--- config.mk ---
export PLATFORM = sky130hd
export DESIGN_NAME = newstand_ctrl
export DESIGN_NICKNAME = d
export VERILOG_FILES = /design/src/rtl/newstand_ctrl.sv
export SDC_FILE = /design/constraint.sdc
export NUM_CORES = 1
export LEC_CHECK = 0
export BUFFER_PORTS_ARGS = -buffer_cell sky130_fd_sc_hd__buf_2
export CAP_MARGIN = 20
export CORE_AREA = 2 2 39 41
export CTS_BUF_LIST = sky130_fd_sc_hd__clkbuf_8 sky130_fd_sc_hd__clkbuf_16
export DETAILED_ROUTE_END_ITERATION = 6
export DIE_AREA = 0 0 41 43
export PLACE_DENSITY = 0.75
export SLEW_MARGIN = 15
export SYNTH_ARGS = -nofsm -noshare
export SYNTH_HDL_FRONTEND = slang
export SYNTH_SLANG_ARGS = --single-unit
--- constraint.sdc ---
create_clock -name clk -period 5.9 [get_ports clk]
set_clock_uncertainty 0.2 [all_clocks]
set_input_delay 0.59 -clock clk [delete_from_list [all_inputs] [get_ports clk]]
set_output_delay 0.59 -clock clk [all_outputs]
set_load 0.1 [all_outputs]
--- src/rtl/newstand_ctrl.sv ---
`default_nettype none
// ============================================================================
// Module   : newstand_ctrl
// Brief    : 15c newspaper vending FSM (COLLECT/VEND/REFUND) with nickel refunds.
//            Define NEWSTAND_QUARTER_EN to accept the quarter (3'b100) as 25c.
// Revision : 1.0 - initial release
// ============================================================================
module newstand_ctrl (
    input  logic       clk,
    input  logic       rst,
    input  logic [2:0] i_coin,
    output logic       o_newspaper,
    output logic       o_change
);

    typedef enum logic [1:0] {
        S_COLLECT = 2'd0,
        S_VEND    = 2'd1,
        S_REFUND  = 2'd2
    } state_t;

    // Price expressed in nickel units.
    localparam logic [2:0] C_PRICE = 3'd3;

    state_t      r_state;
    logic [1:0]  r_credit;
    logic [2:0]  r_refund;
    logic [2:0]  w_value;
    logic [2:0]  w_sum;

    // Multi-hot (and, without the quarter option, 3'b100) decode to zero value.
    always_comb begin
        w_value = 3'd0;
        case (i_coin)
            3'b001:  w_value = 3'd1;
            3'b010:  w_value = 3'd2;
`ifdef NEWSTAND_QUARTER_EN
            3'b100:  w_value = 3'd5;
`endif
            default: w_value = 3'd0;
        endcase
    end

    assign w_sum = {1'b0, r_credit} + w_value;

    always_ff @(posedge clk or posedge rst) begin
        if (rst) begin
            r_state     <= S_COLLECT;
            r_credit    <= 2'd0;
            r_refund    <= 3'd0;
            o_newspaper <= 1'b0;
            o_change    <= 1'b0;
        end else begin
            case (r_state)
                S_COLLECT: begin
                    o_newspaper <= 1'b0;
                    o_change    <= 1'b0;
                    if (w_sum >= C_PRICE) begin
                        r_state     <= S_VEND;
                        o_newspaper <= 1'b1;
                        r_refund    <= w_sum - C_PRICE;
                        r_credit    <= 2'd0;
                    end else begin
                        r_credit    <= w_sum[1:0];
                    end
                end
                S_VEND: begin
                    o_newspaper <= 1'b0;
                    if (r_refund != 3'd0) begin
                        r_state  <= S_REFUND;
                        o_change <= 1'b1;
                        r_refund <= r_refund - 3'd1;
                    end else begin
                        r_state  <= S_COLLECT;
                        o_change <= 1'b0;
                    end
                end
                S_REFUND: begin
                    o_newspaper <= 1'b0;
                    // Each REFUND cycle carries one change pulse; leave once drained.
                    if (r_refund != 3'd0) begin
                        o_change <= 1'b1;
                        r_refund <= r_refund - 3'd1;
                    end else begin
                        o_change <= 1'b0;
                        r_state  <= S_COLLECT;
                    end
                end
                default: begin
                    r_state     <= S_COLLECT;
                    r_credit    <= 2'd0;
                    r_refund    <= 3'd0;
                    o_newspaper <= 1'b0;
                    o_change    <= 1'b0;
                end
            endcase
        end
    end

endmodule
`default_nettype wire

==> results.sh, run 1 <==
export IMPL_outcome="completed"
export IMPL_hold_violations=0
export IMPL_cts_resized_gates=0
export IMPL_dp_slack_ps=2550
export IMPL_cp_max_fo=7
export IMPL_synth_area_leaders="dfrtp_1, ha_1, inv_1, nand2b_4, a21oi_1"
export IMPL_critical_path_class="in -> reg"
export IMPL_grt_max_degree=10
export IMPL_cts_root_buf="clkbuf_8"
export IMPL_clock_sinks=9
export IMPL_die_area_mm2=0.00176
export IMPL_ys_ff_latch=9
export IMPL_required_ps=5810
export IMPL_die_h_um=43
export IMPL_synth_top_cell_area_share=0.344
export IMPL_io_pins=7
export IMPL_critPathArrivalTime_ps=3010
export IMPL_finalSetupViolations=0
export IMPL_routed_wirelength_mm=1.07
export IMPL_seq_area_frac_synth=0.344
export IMPL_cap_viol_max_count=0
export IMPL_peakVddDrop_mv=0.297
export IMPL_drc_errors=0
export IMPL_start_util=0.474
export IMPL_gp_congestion=0.808
export IMPL_vias_per_cell=5.26
export IMPL_htreeDepth=1
export IMPL_worst_setup_path_start_kind="input pin"
export IMPL_dr_pass1_iters=4
export IMPL_cts_setup_buffers=0
export IMPL_synthDistinctLibCells=28
export IMPL_grt_overflow_total=0
export IMPL_fillers=121
export IMPL_drt_wirelength_per_cell_um=11.9
export IMPL_tritoncts="built"
export IMPL_crit_family="simple AND/OR/NAND/NOR gates"
export IMPL_drt_iter0_markers=8
export IMPL_crit_path_cell_trace="buf_2 -> or3b_2 -> fa_1 -> inv_1 -> ha_1 -> ha_1 -> nand2b_4 -> nor3_4 -> nor4b_1 -> a311o_1"
export IMPL_cellPowerDensity_mw_per_mm2=604
export IMPL_synth_area_um2=656
export IMPL_syn_num_nets=79
export IMPL_worstSkewPairLatency_ps=230
export IMPL_final_max_slew_violation_count=0
export IMPL_rows=14
export IMPL_max_freq_ghz=0.322
export IMPL_syn_avg_cell_area_um2=10.2
export IMPL_synth_cells=64
export IMPL_hold_class="in -> async"
export IMPL_p_int_uw=250
export IMPL_synth_top_area_cell="dfrtp_1"
export IMPL_coreArea_mm2=0.00138
export IMPL_rsz0062_at_grt="false"
export IMPL_cts_clk_slew_worst_paths_ps=50
export IMPL_vias=473
export IMPL_place_hpwl_um=822
export IMPL_port_buffers=6
export IMPL_cpMaxStageDelayCell="fa_1"
export IMPL_drive_above_1_share=0.230
export IMPL_ant_nets=0
export IMPL_grt_use_total=0.164
export IMPL_leakagePower_uw=0.000368
export IMPL_switching_share=0.449
export IMPL_syn2layout_area_growth_pct=14.5
export IMPL_final_net_count=90
export IMPL_cp_num_buf_inv=2
export IMPL_antenna_found_initial=0
export IMPL_cp_slowest_stage_delay_ps=580
export IMPL_sequentialPowerShare=0.234
export IMPL_clockBufferDepth=2
export IMPL_finalCritPeriodShare=0.526
export IMPL_grt_pass1_wl_mm=1.93
export IMPL_power_switching_uw=204
export IMPL_num_antenna_cells=0
export IMPL_cts_made_buffers=3
export IMPL_crit_top_cell="ha_1"
export IMPL_clockPowerShare=0.155
export IMPL_grt_pass1_vias=468
export IMPL_cts_hold_buf=0
export IMPL_die_width_um=41
export IMPL_setup_ws_ps=2800
export IMPL_max_slew_margin_rel=0.681
export IMPL_period_minus_slack_ps=3100
export IMPL_worstMarginPinSlew_ps=482
export IMPL_crit_path_end_kind="flip-flop"
export IMPL_totalNegativeSetupSlack_ps=0
export IMPL_yosysWarnings=0
export IMPL_share_comb_of_total_power=0.611
==> metrics by stage <==
stage | cell area (um2) | instances | utilization | hold WS, ps | total power (uW)
2_1_floorplan | 656 | 64 | - | 218 | 335
3_3_place_gp | 706 | 86 | 0.510 | 271 | 375
3_5_place_dp | 706 | 86 | 0.510 | 284 | 381
4_1_cts | 751 | 90 | 0.542 | 127 | 455
5_1_grt | 751 | 90 | 0.542 | 148 | 497
6_report | 751 | 90 | 0.542 | 109 | 453
==> synth_stat cells <==
cell type / count
nor2b_4: 1
mux2_1: 1
nand3b_1: 1
nand2_1: 4
o22a_1: 1
and2_1: 3
inv_1: 9
nor3_4: 1
o32ai_2: 1
or2_2: 1
dfrtp_1: 9
nand3_1: 1
o21a_1: 1
a21oi_1: 4
nor3b_1: 1
a22oi_1: 1
nand2b_4: 2
ha_1: 9
nor4b_1: 1
a311o_1: 1
nor3_1: 1
or3b_2: 1
nor2_1: 1
xor2_1: 1
inv_2: 1
o21ai_0: 4
nand2b_1: 1
fa_1: 1
==> final timing paths <==
kind	slack (ps)	cells past startpoint	start	end
setup reg to reg	3230	10	r_credit[0]	r_refund[0]
min in group clk	290	2	r_credit[0]	r_credit[0]
hold / removal	110	2	rst	r_credit[0]
hold reg to reg	290	2	r_credit[0]	r_credit[0]
max in group asynchronous	5140	2	rst	r_state[1]
setup / recovery	2800	10	i_coin[2]	r_refund[0]
==> cells in the final DEF (no fill, tap or decap), drive strengths merged <==
master,n
o22a,1
a21oi,4
or2,1
nor3b,1
ha,9
inv,11
and2,3
or3b,1
dfrtp,9
o32ai,1
nand3b,1
nand2,4
nor4b,1
a22oi,1
buf,6
xor2,1
nand2b,3
nand3,1
o21ai,4
o21a,1
fa,1
nor2b,1
mux2,1
a311o,1
nor2,1
clkbuf,3
nor3,2
==> metal layers <==
metal	track usage	vias up	part of all wire	routed length (um)
met5	0	-	0	0
met4	0.0467	0	0	0
met3	0.0733	0	0.061	65
met2	0.247	16	0.50	532
met1	0.206	223	0.44	472
li1	-	234	-	-
==> cells by family after synthesis <==
| kind of cell | share of synthesized area |
|---|---|
| xor gates and xnor gates | 0.0134 |
| AOI/OAI and AO/OA | 0.137 |
| and+or+nand+nor | 0.229 |
| muxes | 0.0172 |
| buffers and inverters | 0.0572 |
| adders and majority gates | 0.202 |
| DFF | 0.344 |
==> power groups by stage <==
stage | sequential [uW] | combinational, uW | clock (uW)
4_1_cts | 105 | 279 | 71.7
3_5_place_dp | 106 | 276 | 0
3_3_place_gp | 105 | 270 | 0
6_report | 106 | 277 | 70.2
5_1_grt | 110 | 311 | 75.6
2_1_floorplan | 135 | 199 | 0
==> cell type report <==
class,instances,area [um2],share of cell area
Inverter,10,37.5,0.0500
Timing Repair Buffer,6,30.0,0.0400
Clock inverter,1,3.75,0.00500
Tap cell,16,20.0,0.0267
Multi-Input combinational cell,45,393,0.523
Sequential cell,9,225,0.300
Clock buffer,3,41.3,0.0550
==> flip-flops by register name, summed over array words and instances (netlist names) <==
name	flops
o_change	1
o_newspaper	1
r_credit	2
r_refund	3
r_state	2
Power figures use the tool's default switching activity.
==> run 2: changes to the inputs <==
- clock period: 5.9 -> 3.1 ns (I/O delays scaled with it)
==> run 2 against run 1 <==
Against the previous run: core utilization increased by 1.8 points; sequential power increased by 89%; final cell count increased by 3.3%; critical path depth decreased by 1; critical path type unchanged; setup slack got worse by 2400 ps; flip-flop and latch count unchanged; total power increased by 95%; worst hold slack improved by 170 ps; combinational power increased by 98%.
==> results.sh, run 2 (synthesis gave the netlist of run 1 again) <==
export IMPL_grt_use_total=0.168
export IMPL_cap_viol_max_count=0
export IMPL_coreArea_mm2=0.00138
export IMPL_cp_num_buf_inv=2
export IMPL_die_h_um=43
export IMPL_clock_sinks=9
export IMPL_htreeDepth=1
export IMPL_finalCritPeriodShare=0.881
export IMPL_crit_top_cell="ha_1"
export IMPL_largest_register="r_refund"
export IMPL_crit_path_cell_trace="buf_2 -> or3b_2 -> fa_1 -> inv_1 -> ha_1 -> ha_1 -> nand2b_4 -> o32ai_2 -> mux2_1"
export IMPL_rsz0062_at_grt="false"
export IMPL_final_max_slew_violation_count=0
export IMPL_drt_iter0_markers=2
export IMPL_routed_wirelength_mm=1.08
export IMPL_max_slew_margin_rel=0.680
export IMPL_critical_path_class="in -> reg"
export IMPL_syn2layout_area_growth_pct=18.3
export IMPL_crit_path_end_kind="flip-flop"
export IMPL_layout_common_cells="inv_1, ha_1, dfrtp_1"
export IMPL_final_common_cell="inv_1"
export IMPL_cp_slowest_stage_delay_ps=550
export IMPL_drc_errors=0
export IMPL_die_area_mm2=0.00176
export IMPL_cts_made_buffers=3
export IMPL_hold_violations=0
export IMPL_grt_util_met2=0.225
export IMPL_port_buffers=6
export IMPL_ant_nets=0
export IMPL_tritoncts="built"
export IMPL_critPathArrivalTime_ps=2650
export IMPL_worstSkewPairLatency_ps=240
export IMPL_met1_usage=0.187
export IMPL_top_usage_layer="met2"
export IMPL_crit_family="adder cells"
export IMPL_worst_setup_path_start_kind="input pin"
export IMPL_hold_class="reg -> reg"
export IMPL_drive_above_1_share=0.247
export IMPL_vias=459
export IMPL_use_met3=0.0785
export IMPL_dp_slack_ps=124
export IMPL_setup_ws_ps=367
export IMPL_gp_congestion=0.806
export IMPL_reg_largest_list="r_refund (3), r_credit (2), r_state (2)"
export IMPL_die_width_um=41
export IMPL_vias_per_cell=4.94
export IMPL_peakVddDrop_mv=0.530
export IMPL_cts_root_buf="clkbuf_8"
export IMPL_io_pins=7
export IMPL_worstMarginPinSlew_ps=483
export IMPL_max_freq_ghz=0.366
export IMPL_dr_pass1_iters=4
export IMPL_grt_pass1_vias=468
export IMPL_start_util=0.474
export IMPL_rows=14
export IMPL_cpMaxStageDelayCell="fa_1"
export IMPL_grt_pass1_wl_mm=1.84
export IMPL_grt_overflow_total=0
export IMPL_cp_max_fo=4
export IMPL_cellPowerDensity_mw_per_mm2=1140
export IMPL_antenna_found_initial=0
export IMPL_cts_clk_slew_worst_paths_ps=50
export IMPL_num_antenna_cells=0
export IMPL_required_ps=3020
export IMPL_totalNegativeSetupSlack_ps=0
export IMPL_layout_cells_non_filler=93
export IMPL_clockBufferDepth=2
export IMPL_leakagePower_uw=0.000382
export IMPL_drt_wirelength_per_cell_um=11.6
export IMPL_finalSetupViolations=0
export IMPL_grt_max_degree=10
export IMPL_largest_register_ffs=3
export IMPL_place_hpwl_um=864
export IMPL_final_net_count=93
export IMPL_period_minus_slack_ps=2730
export IMPL_cts_resized_gates=0
export IMPL_dp_cells=88
export IMPL_outcome="completed"
export IMPL_final_core_util=0.561
## run 2: changes by cell type in the layout (fill, tap and decap cells not counted)
| cell | before | now |
|---|---|---|
| dlygate4sd3_1 | 0 | 1 |
| buf_4 | 0 | 2 |
## run 2: final timing paths
| kind | to | cells past startpoint | slack, ps | from |
|---|---|---|---|---|
| min in group asynchronous | r_credit[0] | 3 | 380 | rst |
| worst max register to register | r_refund[1] | 9 | 530 | r_credit[0] |
| worst min register to register | r_credit[0] | 2 | 280 | r_credit[0] |
| worst min-delay path | r_credit[0] | 2 | 280 | r_credit[0] |
| worst max-delay path | r_refund[1] | 9 | 370 | i_coin[2] |
| max in group asynchronous | r_state[1] | 3 | 2070 | rst |
## run 2: routing by layer
metal | wire (um) | up-vias
met1 | 496 | 202
met4 | 37 | 0
li1 | - | 243
met3 | 54 | 5
met5 | 0 | -
met2 | 494 | 9
## run 2: timing repair
action                                  CTS  global route
endpoints found under the hold margin     9             0
buffers inserted                          0             0
hold buffers                              1             0
endpoints found under the setup margin    0             0
## run 2: worst register-to-register path, cell delays in order (launching register included)
cell and delay (ps):
dfrtp_1 340, ha_1 140, inv_1 40, fa_1 510, inv_1 70, ha_1 180, ha_1 170, nand2b_4 160
o32ai_2 290, mux2_1 350
## run 2: layout make-up
| class | count | area [um2] |
|---|---|---|
| Fill cell | 116 | 608 |
| Tap cell | 16 | 20.0 |
| Multi-Input combinational cell | 45 | 393 |
| Clock buffer | 3 | 41.3 |
| Inverter | 10 | 37.5 |
| Sequential cell | 9 | 225 |
| Timing Repair Buffer | 9 | 55.1 |
| Clock inverter | 1 | 3.75 |
## run 2: where the power goes
part	switching, uW	total [uW]	internal (uW)
combinational	308	548	240
clock	50.6	137	86.6
sequential	30.2	200	170
total	388	885	497
## run 2: per-stage QoR
stage	power (uW)	hold slack, ps	area, um2
3_3_place_gp	736	88.8	721
4_1_cts	894	293	776
2_1_floorplan	637	-62.1	656
3_5_place_dp	753	91.7	721
6_report	885	283	776
5_1_grt	967	322	776
